<file path="config.mk">
export PLATFORM = sky130hd
export DESIGN_NAME = sd_cmd_tx
export DESIGN_NICKNAME = d
export VERILOG_FILES = /design/src/rtl/sd_pkg.sv /design/src/rtl/sd_crc7.sv /design/src/rtl/sd_cmd_tx.sv
export SDC_FILE = /design/constraint.sdc
export NUM_CORES = 1
export LEC_CHECK = 0
export BUFFER_PORTS_ARGS = -buffer_cell sky130_fd_sc_hd__buf_4
export CORE_MARGIN = 2
export CORE_UTILIZATION = 50
export DETAILED_ROUTE_END_ITERATION = 16
export PLACE_DENSITY = 0.75
export SLEW_MARGIN = 20
export SYNTH_ARGS = -nofsm -noshare
export SYNTH_HDL_FRONTEND = slang
export SYNTH_SLANG_ARGS = --single-unit
</file>
<file path="constraint.sdc">
create_clock -name clk -period 4.1 [get_ports clk]
set_clock_uncertainty 0.05 [all_clocks]
set_input_delay 1.025 -clock clk [delete_from_list [all_inputs] [get_ports clk]]
set_output_delay 1.025 -clock clk [all_outputs]
set_load 0.01 [all_outputs]
</file>
<file path="src/rtl/sd_pkg.sv">
// sd_pkg: shared constants, state encoding and fixed-CRC table for the SD SPI command transmitter
package sd_pkg;
  localparam int FRAME_BITS = 48;
  localparam int PAYLOAD_BITS = 40;
  localparam logic [6:0] CRC7_POLY = 7'h09;
  localparam logic [5:0] CMD0 = 6'd0;
  localparam logic [5:0] CMD8 = 6'd8;
  localparam logic [5:0] CMD17 = 6'd17;
  localparam logic [5:0] CMD55 = 6'd55;
  localparam logic [5:0] ACMD41 = 6'd41;
  typedef enum logic [2:0] {IDLE, SHIFT, CRC, GAP, DONE} state_t;
  // Only CMD0 and CMD8 are CRC-checked in SPI mode; everything else gets all-ones
  function automatic logic [6:0] crc_table(input logic [5:0] c, input logic [31:0] a);
    return (c == CMD0) ? 7'h4A : (c == CMD8 && a == 32'h0000_01AA) ? 7'h43 : 7'h7F;
  endfunction
endpackage

</file>
<file path="src/rtl/sd_crc7.sv">
// sd_crc7: one-bit serial CRC7 (x^7+x^3+1), built only when SD_CMD_CRC_EN is defined
`ifdef SD_CMD_CRC_EN
module sd_crc7
  import sd_pkg::*;
(
  input  logic       clk,
  input  logic       rst_n,
  input  logic       clr,
  input  logic       en,
  input  logic       din,
  output logic [6:0] crc
);
  logic fb;
  assign fb = din ^ crc[6];
  always_ff @(posedge clk or negedge rst_n)
    if (!rst_n) crc <= '0;
    else if (clr) crc <= '0;
    else if (en) crc <= {crc[5:0], 1'b0} ^ (fb ? CRC7_POLY : 7'h00);
endmodule
`endif

</file>
<file path="src/rtl/sd_cmd_tx.sv">
// sd_cmd_tx: SPI-mode SD 48-bit command serialiser with CS control and idle gap.
// SD_CMD_CRC_EN selects a live CRC7 generator instead of the fixed CRC table.
module sd_cmd_tx
  import sd_pkg::*;
#(
  parameter int GAP_CYCLES = 8
) (
  input  logic        clk,
  input  logic        rst_n,
  input  logic        start,
  input  logic [5:0]  cmd,
  input  logic [31:0] arg,
  input  logic        cs_hold,
  output logic        DI,
  output logic        CS,
  output logic        busy,
  output logic        done,
  output logic [5:0]  cmd_out
);
  state_t state, next;
  logic [PAYLOAD_BITS-1:0] sr;
  logic [5:0] cnt;
  logic [7:0] gcnt;
  logic [6:0] crc_val;
  logic accept;
  assign busy = (state == SHIFT) || (state == CRC) || (state == GAP);
  assign done = (state == DONE);
  assign accept = start && !busy;
  assign DI = (state == SHIFT) ? sr[PAYLOAD_BITS-1] :
              (state == CRC && cnt < 6'd7) ? crc_val[3'd6 - cnt[2:0]] : 1'b1;
  always_comb begin
    next = state;
    unique case (state)
      IDLE:    next = start ? SHIFT : IDLE;
      SHIFT:   next = (cnt == 6'(PAYLOAD_BITS - 1)) ? CRC : SHIFT;
      CRC:     next = (cnt == 6'd7) ? GAP : CRC;
      GAP:     next = (gcnt == 8'(GAP_CYCLES - 1)) ? DONE : GAP;
      DONE:    next = start ? SHIFT : IDLE;
      default: next = IDLE;
    endcase
  end
  always_ff @(posedge clk or negedge rst_n)
    if (!rst_n) begin
      state   <= IDLE;
      sr      <= '0;
      cnt     <= '0;
      gcnt    <= '0;
      cmd_out <= '0;
      CS      <= 1'b1;
    end else begin
      state <= next;
      CS    <= (next == IDLE) ? !cs_hold : 1'b0;
      if (accept) begin
        sr      <= {2'b01, cmd, arg};
        cmd_out <= cmd;
        cnt     <= '0;
      end else if (state == SHIFT) begin
        sr  <= {sr[PAYLOAD_BITS-2:0], 1'b0};
        cnt <= (cnt == 6'(PAYLOAD_BITS - 1)) ? 6'd0 : cnt + 6'd1;
      end else if (state == CRC) begin
        cnt  <= cnt + 6'd1;
        gcnt <= '0;
      end else if (state == GAP) begin
        gcnt <= gcnt + 8'd1;
      end
    end
`ifdef SD_CMD_CRC_EN
  sd_crc7 u_crc (
    .clk  (clk),
    .rst_n(rst_n),
    .clr  (accept),
    .en   (state == SHIFT),
    .din  (sr[PAYLOAD_BITS-1]),
    .crc  (crc_val)
  );
`else
  // Table CRC is resolved at accept time since the argument is shifted away afterwards
  always_ff @(posedge clk or negedge rst_n)
    if (!rst_n) crc_val <= '0;
    else if (accept) crc_val <= crc_table(cmd, arg);
`endif
endmodule
</file>
# After elaboration in Yosys (flattened, before gate mapping)
# Index checks and enable logic that the tools add are counted.
# word_totals
in_bits	42
reg_bits	71
# classes
n_bitwise	2
magnitude_cmp	2
addsub	3
n_eq_ne	9
n_reduce_logical	15
mux	20
# op_table
operator	count
$mux 40	2
$mux 6	6
$eq 32x9->1 const B	1
$mux 8	2
$pmux 3 s4	1
$add 8x1->8 const B	1
$eq 8x3->1 const B	1
$add 6x1->6 const B	1
$eq 3x2->1 const B	2
$eq 6x3->1 const B	1
$eq 6x4->1 const B	1
$eq 6x6->1 const B	1
$logic_not 3->1	2
$logic_not 6->1	1
$lt 6x3->1 const B	1
$mux 1	6
$lt 3x4->1 const B	1
$reduce_bool 2->1	2
$bmux 1 s3	1
$eq 3x1->1 const B	1
$eq 3x3->1 const B	1
$logic_and 1x1->1	3
$mux 3	1
$reduce_and 3->1	1
other kinds (7)	10

# Depth between registers and ports, before layout
# depth
ltp_word	7
ltp_mapped	6
mapped_depth_nobuf	5

# Worst setup path after synthesis
# Ideal clock, no wire load.
# synth_timing
path_kind	input to register
startpoint	input port cmd[0]
endpoint	register crc_val[5]
slack_ps	1322
required_time_ps	3929
arrival_time_ps	2607
path_stages	4
cell_sequence	or4_4 -> or4_4 -> or3_1 -> a22o_1
# synth_between
elab_chain_len	4
elab_cells_between_ends	5
cone_classes	eq/ne: 1; mux: 2; reduce/logical: 2
# synth_rtl
item	line_no	rtl
start: declaration	sd_cmd_tx.sv:11	input logic [5:0] cmd,
$eq 6x4->1	sd_pkg.sv:14	return (c == CMD0) ? 7'h4A : (c == CMD8 && a == 32'h0000_01AA) ? 7'h43 : 7'h7F;
$logic_and 1x1->1	sd_pkg.sv:14	
$mux 6	sd_pkg.sv:14	
$mux 6 *	sd_pkg.sv:14	
end signal: assignment	sd_cmd_tx.sv:80	else if (accept) crc_val <= crc_table(cmd, arg);
end: declaration	sd_cmd_tx.sv:24	logic [6:0] crc_val;
# Mark *: on every way between the ends. The rest lies on a longest branch, timed or not.
# A chain may end at the register's enable or synchronous reset.

# Final worst setup path
# layout_timing
startpoint	register cnt[0]
endpoint	output port DI
# layout_between
elab_chain_len	5
elab_cells_between_ends	7
cone_classes	add/sub: 1; order compare: 1; mux: 4; reduce/logical: 1
# layout_rtl
item	line_no	rtl
start: declaration	sd_cmd_tx.sv:22	logic [5:0] cnt;
start signal: assignment	sd_cmd_tx.sv:59	cnt <= (cnt == 6'(PAYLOAD_BITS - 1)) ? 6'd0 : cnt + 6'd1;
start signal: assignment	sd_cmd_tx.sv:61	cnt <= cnt + 6'd1;
$sub 3x3->3	sd_cmd_tx.sv:30	(state == CRC && cnt < 6'd7) ? crc_val[3'd6 - cnt[2:0]] : 1'b1;
$bmux 1 s3	sd_cmd_tx.sv:30	
$mux 1 (not written as such)	sd_cmd_tx.sv:30	
$mux 1 *	sd_cmd_tx.sv:30	
$mux 1 *	sd_cmd_tx.sv:29	assign DI = (state == SHIFT) ? sr[PAYLOAD_BITS-1] :
end: declaration	sd_cmd_tx.sv:14	output logic DI,
# Mark *: on every way between the ends. The rest lies on a longest branch, timed or not. The select of a mux whose other input is x is not followed.

==> reports/summary.md <==
The flow ran to the end, and the final reports show no timing, DRC or antenna violations. The synthesized netlist occupies a cell area of 3200 um^2. Input and output buffers added on the ports amount to 51.

For the die area, the log shows 7050 um^2. The number of sinks driven by the clock tree is 68, and the minimum period implied by the final worst setup slack is 3.28 ns. Counting flops with a built-in enable in the synthesized netlist gives 0. For this run, asynchronously set or reset flops after synthesis account for 100%. Once detailed placement completed, the half-perimeter wirelength came to 4880 um.

The total count of max-transition violations in the final report came out at 0. The kind of start point of the critical path is a flip-flop. The run gives 7100 um as the total routed wirelength. Post-detailed-placement cell area: 3640 um^2.

The worst-path maximum fanout came out at 6. The number of gates resized after CTS was 0. The run gives 2 as the largest buffer count on any clock path.

The worst path meets setup with 0.822 ns of slack. The logs give 18.4% for the part of the power in the clock network and 0 for the number of antenna cells inserted. Most used flip-flop cell after synthesis: dfrtp_1. TritonCTS built the clock tree. By startpoint and endpoint, the worst setup path is classified as reg2out. The run gives 388 as the number of nets produced by synthesis. The data required time of the critical path came out at 3.02 ns. The cell count after synthesis came out at 344. The most common cell after layout, fill and taps aside was nand2_1. The count of nets left with antenna violations once routing finished came out at 0. The capturing element type of the critical path was an output port. The total area inside the core boundary comes to 6280 um^2. The tools report the hold-fix buffer count after cts as 0. Of the total power, the share spent switching nets is 36.9%. The average vias per placed instance was 5.76; the mean instance size in the synthesized netlist was 9.29 um^2. The post-route netlist has 19.0% of its cells at a drive strength greater than 1.

Data on the critical path arrives at its endpoint at 2.20 ns. The tools report the number of hold violations in the final report as 0. After the first detailed-routing iteration, the DRC count stood at 176. The post-placement setup slack was 1.16 ns.

After synthesis, the netlist uses 45 different library cells. Timing would allow up to 305 MHz. Before antenna repair, the detailed router went through 4 iterations.

The average wire per cell in the routed design is 15.0 um, and the share of total power in sequential cells is 44.1%. Residual DRC count: 0. The library cells used most frequently in the layout, excluding fill and tap cells, are nand2_1, dfrtp_1, buf_4. The number of clock buffers added by TritonCTS is 9. Maximum number of pins on one net before global-route repair: 69. The final RePlAce weighted congestion was 0.779. In the final timing run, aggregate negative setup slack is 0 ns. The routed layout has 2720 vias. The finished cells cover 3800 um^2. Summing the sequential cell areas from Yosys gives 53.3% of the chip area.

The transition time at the pin with the least slew margin works out to 1.10 ns. The tools report the first-pass GRT wire length as 12300 um. Counting cells, the worst reg-to-reg path comes to 4. The worst register-to-register path begins at state[0].

IR analysis of the VDD net gives a maximum drop of 393 uV. The cell type with the largest total area after synthesis is dfrtp_1. Setup violations remaining at the end of the flow were counted as 0. Across the run, the number of max-cap violations was 0. After clock tree synthesis, the clock-pin slew on the worst setup and hold paths is 0.07 ns. Initial antenna violation count: 0. The path class of the tightest hold or removal check is reg2reg. The height of the die was 84.0 um; the post-synthesis sequential element count was 68. After synthesis, the cell types taking the most area are dfrtp_1, nand2_1, a22oi_1. Endpoint of the lowest-slack register-to-register path: cnt[3]. The standby leakage power was 1.81 nW; the die extent in x was 84.0 um. For this design the ratio of total power to cell area is 666 nW/um^2.

Counting the fill cells in the layout gives 552. During synthesis, Yosys emitted a total of 0 warnings. Internal power comes to 1.60 mW. The number of global-route vias before repair was 2677. The startpoint of the worst setup timing path was cnt[0]. In the global route stage, overall resource usage came out at 21.6%. The cell sitting at the root of the clock tree is a clkbuf_8.

For the effective utilization at floorplan, the log shows 50.9%. For this run, the post-layout net count is 436. Summed over all nets, the switching power comes to 934 uW. Setup repair after global routing left no endpoint under its margin. The combinational group share of total power was 37.6%. Headroom to the max-slew limit came out at 26.7%.

For the global route total overflow, the log shows 0. At the later pin of the worst-skew pair, clock insertion delay measures 0.33 ns. The area added between synthesis and finish works out to 18.9%. 52 I/O pins were placed. The worst setup slack for register-to-register paths came out at 1.58 ns. For the total number of placement rows, the log shows 29. The end point of the critical path is DI.

The buffer count from post-CTS setup fixing is 0. The share of Yosys cell area claimed by the top area cell type was 52.4%; the total number of H-tree levels was 3. Period utilization: 79.9%.
==> per-layer routing <==
layer / vias up / share of wire (%) / GRT usage [%]
met5: - / 0 / 0
met4: 0 / 1.8 / 9.53
met3: 10 / 3.5 / 3.76
met2: 65 / 48 / 34.4
met1: 1333 / 46 / 29.2
li1: 1312 / - / -
==> synthesized netlist by cell type, types with 2 or more instances <==
cell	n
a21oi_1	8
nor3_1	9
nor2_1	12
a22oi_1	30
mux2i_1	7
or3b_2	2
nand4_1	3
o21ai_0	15
a32oi_1	2
nor2b_1	2
inv_1	6
or3_1	4
nand2b_1	5
clkbuf_1	17
or4_4	2
and2_1	4
a31oi_1	2
dfrtp_1	67
nor4b_1	2
ha_1	2
nand2_1	101
nand3_1	13
nor4_1	6
xnor2_1	2
==> sequential cells by signal, indices dropped and copies added (netlist names) <==
register	count
CS	1
sr	40
crc_val	4
gcnt	8
state	3
cmd_out	6
cnt	6
==> critical path, cell delays in order (launching register included) <==
cell and delay, ns:
dfrtp_1 0.44, ha_1 0.36, or3b_2 0.45, a21oi_1 0.15, o32ai_1 0.09, a31oi_1 0.22, buf_4 0.16
==> metrics by stage <==
stage	hold slack, ns	total power [mW]	utilization (%)	instances
global route	0.456	2.74	60.6	472
CTS	0.420	2.55	60.6	472
detailed placement	0.407	2.08	58.1	458
finish	0.417	2.53	60.6	472
floorplan	0.389	1.77	-	344
global placement	0.402	2.04	58.1	458
==> power by group through the flow <==
stage	combinational, mW	sequential (mW)	clock [mW]
6_report	0.952	1.12	0.465
5_1_grt	1.08	1.16	0.502
4_1_cts	0.961	1.11	0.477
3_5_place_dp	0.961	1.12	0
3_3_place_gp	0.926	1.11	0
2_1_floorplan	0.689	1.08	0
==> final cells by class <==
class	instances	area (um^2)	area share (%)
clock buffers	12	145	3.82
multi-input cells	253	1420	37.3
inverters	6	22.5	0.592
clock inverters	2	12.5	0.329
well taps	77	96.3	2.53
repair buffers	54	405	10.7
flip-flops and latches	68	1700	44.8
==> kinds of logic (layout without fill, tap and decap cells) <==
kind of cell | Yosys count | count (layout) | synth area share (%)
fa+ha+maj | 3 | 3 | 1.10
flops | 68 | 68 | 53.3
simple gates | 172 | 172 | 25.0
buf+inv | 23 | 74 | 2.70
xor+xnor | 2 | 2 | 0.548
mux | 8 | 8 | 2.90
compound gates | 68 | 68 | 14.5
==> worst min-delay path by stage <==
stage	cells past startpoint	to	start	slack, ns
floorplan	2	sr[39]	sr[38]	0.39
global placement	2	sr[39]	sr[38]	0.40
detailed placement	2	sr[39]	sr[38]	0.41
CTS	2	sr[39]	sr[38]	0.42
global route	2	sr[12]	sr[12]	0.46
finish	2	sr[39]	sr[38]	0.42
Power figures use the tool's default switching activity.
